### config.mk
export PLATFORM = sky130hd
export DESIGN_NAME = uart_mem_dump_flat
export DESIGN_NICKNAME = d
export VERILOG_FILES = /design/src/rtl/uart_mem_dump_if.sv /design/src/rtl/uart_mem_dump.sv /design/src/flat_wrapper.sv
export SDC_FILE = /design/constraint.sdc
export NUM_CORES = 1
export LEC_CHECK = 0
export ABC_AREA = 0
export CAP_MARGIN = 0
export CORE_ASPECT_RATIO = 1.5
export CORE_MARGIN = 2
export CORE_UTILIZATION = 40
export DETAILED_ROUTE_END_ITERATION = 10
export PLACE_DENSITY = 0.57
export REMOVE_ABC_BUFFERS = 1
export SLEW_MARGIN = 20
export SYNTH_ARGS = -nofsm -noshare
export SYNTH_HDL_FRONTEND = slang
export SYNTH_SLANG_ARGS = --single-unit
### constraint.sdc
create_clock -name clk -period 2.8 [get_ports clk]
set_clock_uncertainty 0.15 [all_clocks]
set_input_delay 0.42 -clock clk [delete_from_list [all_inputs] [get_ports clk]]
set_output_delay 0.42 -clock clk [all_outputs]
set_load 0.01 [all_outputs]
### src/rtl/uart_mem_dump_if.sv
// RAM read-port borrow bus: request/grant handshake plus synchronous read data.
interface uart_mem_dump_if #(
  parameter int ADDR_WIDTH = 11
);
  logic                  ask_for_ram;
  logic                  ram_grant;
  logic [ADDR_WIDTH-1:0] raddr;
  logic [7:0]            rdata;

  modport master (
    output ask_for_ram,
    output raddr,
    input  ram_grant,
    input  rdata
  );

  modport slave (
    input  ask_for_ram,
    input  raddr,
    output ram_grant,
    output rdata
  );
endinterface

### src/rtl/uart_mem_dump.sv
// Streams a RAM window out of a UART TX line as 8N1 frames, led by one sync byte.
// Each RAM byte is fetched by borrowing the read port through the ask/grant bus.
module uart_mem_dump #(
  parameter int          CLKS_PER_BIT = 434,
  parameter int          ADDR_WIDTH   = 11,
  parameter int          START_ADDR   = 0,
  parameter int          LENGTH       = 2048,
  parameter logic [7:0]  SYNC_BYTE    = 8'hA5
) (
  input  logic              clk,
  input  logic              reset_n,
  input  logic              start,
  uart_mem_dump_if.master   ram,
  output logic              serial_txd,
  output logic              busy,
  output logic              done
);

  localparam int                    BAUD_W     = $clog2(CLKS_PER_BIT + 1);
  localparam logic [BAUD_W-1:0]     BAUD_LAST  = BAUD_W'(CLKS_PER_BIT - 1);
  // One extra bit so a full 2^ADDR_WIDTH window still reaches its terminal count.
  localparam logic [ADDR_WIDTH:0]   LEN_CNT    = (ADDR_WIDTH + 1)'(LENGTH);
  localparam logic [ADDR_WIDTH-1:0] ADDR_FIRST = ADDR_WIDTH'(START_ADDR);

  typedef enum logic [2:0] {
    IDLE,
    SEND_SYNC,
    REQ,
    CAP,
    SEND,
    FINISH
  } state_t;

  state_t                state;
  state_t                state_nxt;
  logic [BAUD_W-1:0]     baud_cnt;
  logic [3:0]            bit_idx;
  logic [7:0]            shreg;
  logic [ADDR_WIDTH:0]   byte_cnt;
  logic [ADDR_WIDTH-1:0] raddr;
  logic                  ask;
  logic                  sending;
  logic                  bit_end;
  logic                  frame_end;
  logic                  tx_bit;
  logic [9:0]            frame;

  assign ram.ask_for_ram = ask;
  assign ram.raddr       = raddr;

  // Next-state selection and the line level for the bit currently being timed.
  always_comb begin
    state_nxt = state;
    sending   = (state == SEND_SYNC) || (state == SEND);
    bit_end   = sending && (baud_cnt == BAUD_LAST);
    frame_end = bit_end && (bit_idx == 4'd9);
    frame     = {1'b1, shreg, 1'b0};
    tx_bit    = sending ? frame[bit_idx] : 1'b1;
    case (state)
      IDLE:            if (start) state_nxt = SEND_SYNC;
      SEND_SYNC, SEND: if (frame_end) state_nxt = (byte_cnt == LEN_CNT) ? FINISH : REQ;
      REQ:             if (ram.ram_grant) state_nxt = CAP;
      CAP:             state_nxt = SEND;
      FINISH:          state_nxt = IDLE;
      default:         state_nxt = IDLE;
    endcase
  end

  // State register.
  always_ff @(posedge clk or negedge reset_n) begin
    if (!reset_n) state <= IDLE;
    else          state <= state_nxt;
  end

  // Bit timing, shift data, RAM address/count and registered outputs.
  always_ff @(posedge clk or negedge reset_n) begin
    if (!reset_n) begin
      serial_txd <= 1'b1;
      busy       <= 1'b0;
      done       <= 1'b0;
      ask        <= 1'b0;
      baud_cnt   <= '0;
      bit_idx    <= '0;
      shreg      <= '0;
      byte_cnt   <= '0;
      raddr      <= ADDR_FIRST;
    end else begin
      // Registered line: the level chosen this cycle appears on the next one.
      serial_txd <= tx_bit;
      done       <= (state_nxt == FINISH);
      if (state == FINISH) busy <= 1'b0;

      if (bit_end) begin
        baud_cnt <= '0;
        bit_idx  <= frame_end ? 4'd0 : bit_idx + 4'd1;
      end else if (sending) begin
        baud_cnt <= baud_cnt + 1'b1;
      end

      case (state)
        IDLE: begin
          if (start) begin
            shreg    <= SYNC_BYTE;
            busy     <= 1'b1;
            byte_cnt <= '0;
            raddr    <= ADDR_FIRST;
            baud_cnt <= '0;
            bit_idx  <= '0;
          end
        end
        SEND_SYNC, SEND: begin
          // Request the port on the same edge the frame ends to keep the gap minimal.
          if (frame_end && (byte_cnt != LEN_CNT)) ask <= 1'b1;
        end
        CAP: begin
          shreg    <= ram.rdata;
          ask      <= 1'b0;
          byte_cnt <= byte_cnt + 1'b1;
          raddr    <= raddr + 1'b1;
        end
        default: ;
      endcase
    end
  end

endmodule

### src/flat_wrapper.sv
// flat-port wrapper written by rule: the top's interface ports become plain ports
module uart_mem_dump_flat 
#(
  parameter int          CLKS_PER_BIT = 434,
  parameter int          ADDR_WIDTH   = 11,
  parameter int          START_ADDR   = 0,
  parameter int          LENGTH       = 2048,
  parameter logic [7:0]  SYNC_BYTE    = 8'hA5
)
  (clk, reset_n, start, serial_txd, busy, done, ram_ask_for_ram, ram_raddr, ram_ram_grant, ram_rdata);
  uart_mem_dump_if #(.ADDR_WIDTH(ADDR_WIDTH)) ram_i ();
  input  logic clk;
  input  logic reset_n;
  input  logic start;
  output logic serial_txd;
  output logic busy;
  output logic done;
  output wire logic [$bits(ram_i.ask_for_ram)-1:0] ram_ask_for_ram;
  output wire logic [$bits(ram_i.raddr)-1:0] ram_raddr;
  input wire logic [$bits(ram_i.ram_grant)-1:0] ram_ram_grant;
  input wire logic [$bits(ram_i.rdata)-1:0] ram_rdata;
  assign ram_ask_for_ram = ram_i.ask_for_ram;
  assign ram_raddr = ram_i.raddr;
  assign ram_i.ram_grant = ram_ram_grant;
  assign ram_i.rdata = ram_rdata;
  uart_mem_dump #(.CLKS_PER_BIT(CLKS_PER_BIT), .ADDR_WIDTH(ADDR_WIDTH), .START_ADDR(START_ADDR), .LENGTH(LENGTH), .SYNC_BYTE(SYNC_BYTE)) u_core (.clk(clk), .reset_n(reset_n), .start(start), .ram(ram_i), .serial_txd(serial_txd), .busy(busy), .done(done));
endmodule
==> metrics.md <==
| Metric | Value |
|---|---|
| Status | finished clean |
| Post-CTS setup buffers | 0 |
| Via count | 2059 |
| Leak Pwr | 1.31 nW |
| Crit path from | u_core.bit_idx[0]$_DFF_PN0_ |
| Critical Path Start Type | flop |
| Vias in the first global route | 2076 |
| HPWL after DPL | 4080 µm |
| H-tree Lvls | 2 |
| Die W | 69.8 µm |
| WP data arrival | 2410 ps |
| Cell variety after synth | 44 |
| Number of max-slew violations in the final report | 0 |
| CTS Buf Count | 5 |
| Fillcell total | 637 |
| Drt pass-1 iters | 4 |
| Iteration-0 DRC Markers | 69 |
| Dpl cells | 369 |
| Hold Crit Class | flop to flop |
| Ranking of synthesized cells by area | dfrtp_1 48%, nand2_1 5.9%, o21ai_0 5.6% |
| Final cell count without fillers | 378 |
| Syn Area/Cell | 9.54 µm² |
| Worst Path Required | 2850 ps |
| Core area | 0.00640 mm² |
| PwrDens | 529 mW/mm² |
| I/O Buffers | 26 |
| Crit share post-route | 84.2% |
| YS warnings | 0 |
| Via density per instance | 5.45 |
| Initial antenna violation count | 0 |
| Worst-Skew Late Latency | 300 ps |
| Largest net degree at the start of global routing | 27 |
| Die Y | 103 µm |
| Count leader, synth | dfrtp_1 |
| Slew margin rel. | 50.5% |
| Total Nets Final | 320 |
| TritonCTS Sinks | 51 |
| Share of layout cells above drive strength 1 | 7.95% |
| Global-route wire length before repair | 9770 µm |
| Final Hold Viols | 0 |
| # IOs | 27 |
| Num rows | 36 |
| Post-Synthesis Cells | 272 |
| Post-route setup TNS | 0 ps |
| Synth-to-layout area growth | 17.4% |
| Clock tree buffer depth | 2 |
| Final wirelength | 5630 µm |
| Peak supply drop | 0.273 mV |
| Critical path type | flop to flop |
| Sequential share of the synthesized area | 49.2% |
| Root Driver | clkbuf_8 |
| Clock transition at path regs | 90 ps |
| WL per Instance | 14.9 µm |
| Area share of the largest cell type after synthesis | 48.2% |
| N_diodes | 0 |
| Drt drc | 0 |
| Setup-failing EPs final | 0 |
| Overflow after GRT | 0 |
| DP Worst Slack | 453 ps |
| Min Tclk post-route | 2360 ps |
| Hold path startpoint | u_core.byte_cnt[11]$_DFFE_PN0P_ |
| Area leader, netlist | dfrtp_1 |
| RSZ-0062 raised after global routing | false |
| CTS tree | built |
| CP Capture Type | flop |
| Global-route usage over all layers | 17.1% |
| Max capacitance violation total | 0 |
| Routed Antenna Nets | 0 |
| Yosys reg bits | 51 |
| Final worst setup slack | 442 ps |
| Syn Std Cell Area | 0.00259 mm² |
| Synth cell count leaders | 50 x dfrtp_1, 41 x nand2_1, 29 x nor2_1, 29 x o21ai_0, 12 x xnor2_1 |
| CP max FO | 8 |
| Core Util, Final | 47.6% |
| Initial Utilization | 40.6% |
| Worst Tran Pin Value | 739 ps |
| Post-synth EDFFs | 0 |
| Ys flop type | dfrtp_1 |
| Final Wtd Congestion | 0.803 |
| Max Freq | 0.424 GHz |
| Die ar. | 0.00716 mm² |
| Post-synth ARST share | 100% |
| Reg2Reg Launch Point | u_core.bit_idx[0]$_DFF_PN0_ |
==> final cells by class <==
class,instances,area (µm²),area share (%)
well taps,76,95.1,3.12
flip-flops and latches,51,1280,41.9
repair buffers,35,325,10.7
multi-input cells,202,1230,40.2
clock buffers,8,100,3.29
inverters,6,22.5,0.739
==> metrics by stage <==
step / total power, mW / hold slack, ps / instance area (µm²)
3_5_place_dp: 1.18 / 306 / 2940
3_3_place_gp: 1.17 / 313 / 2940
4_1_cts: 1.64 / 326 / 3050
6_report: 1.61 / 319 / 3050
2_1_floorplan: 1.02 / -25.6 / 2530
5_1_grt: 1.71 / 364 / 3050
==> timing repair <==
action / 4_1_cts / 5_1_grt
setup endpoints to repair: 0 / 0
hold buffers: 1 / 0
gates resized for setup: 0 / 0
endpoints found under the hold margin: 24 / 0
==> flip-flops by register name, indices dropped and copies added, names as in the netlist <==
register and count:
u_core.busy 1, u_core.ram.ask_for_ram 1, u_core.baud_cnt 9, u_core.shreg 8
u_core.done 1, u_core.byte_cnt 12, u_core.serial_txd 1, u_core.state 3
u_core.ram.raddr 11, u_core.bit_idx 4
==> power by group <==
| group | internal, mW | total (mW) | switching, mW |
|---|---|---|---|
| registers | 0.786 | 0.851 | 0.0655 |
| logic | 0.125 | 0.305 | 0.180 |
| clock network | 0.226 | 0.456 | 0.230 |
| total | 1.14 | 1.61 | 0.476 |
==> layer usage <==
| layer | vias to the layer above | GRT usage [%] | share of wire [%] |
|---|---|---|---|
| met5 | - | 0 | 0 |
| met4 | 0 | 5.03 | 1.3 |
| met3 | 6 | 3.32 | 3.5 |
| met2 | 36 | 31.6 | 53 |
| met1 | 1000 | 20.1 | 42 |
| li1 | 1017 | - | - |
==> placed cells by master, fill, tap and decap left out, types with 2 or more instances in the layout <==
cell and instances:
dfrtp_1 50, nand2_1 41, nor2_1 29, o21ai_0 29
clkdlybuf4s50_1 25, xnor2_1 12, nand3_1 9, a21oi_1 8
buf_4 8, mux2i_1 7, ha_1 7, clkbuf_8 7
inv_1 6, nand4_1 6, nor3_1 6, and3_1 6
nor4b_1 3, nor4_1 3, nand4b_1 3, o31ai_1 3
and4_1 3, nor2b_1 2, nand2b_1 2, a211oi_1 2
nor3b_1 2, a31oi_1 2, o211ai_1 2
==> path summary, 6_finish.rpt <==
path | end | slack [ps] | cells past startpoint
max | u_core.state[2]$_DFF_PN0_ | 440 | 5
min | u_core.byte_cnt[11]$_DFFE_PN0P_ | 320 | 1
max reg2reg | u_core.state[2]$_DFF_PN0_ | 440 | 5
min reg2reg | u_core.byte_cnt[11]$_DFFE_PN0P_ | 320 | 1
max in group asynchronous | u_core.serial_txd$_DFF_PN1_ | 1300 | 3
min in group asynchronous | u_core.state[1]$_DFF_PN0_ | 500 | 2
==> cells by family after synthesis <==
logic type,count (synthesis),synth area share (%)
AND/OR/NAND/NOR,122,24.1
AO/OA/AOI/OAI,52,11.8
flip-flops,51,49.2
buffers and inverters,19,3.52
XOR/XNOR,12,4.05
multiplexers,9,4.00
adder cells (fa/ha/maj),7,3.37
==> critical path, stage by stage, from the launching register on <==
cell and delay [ps]:
dfrtp_1 520, ha_1 190, or4bb_2 510, or4_4 470
nand2b_4 170, a32o_1 240
(Power assumes the default switching activity.)
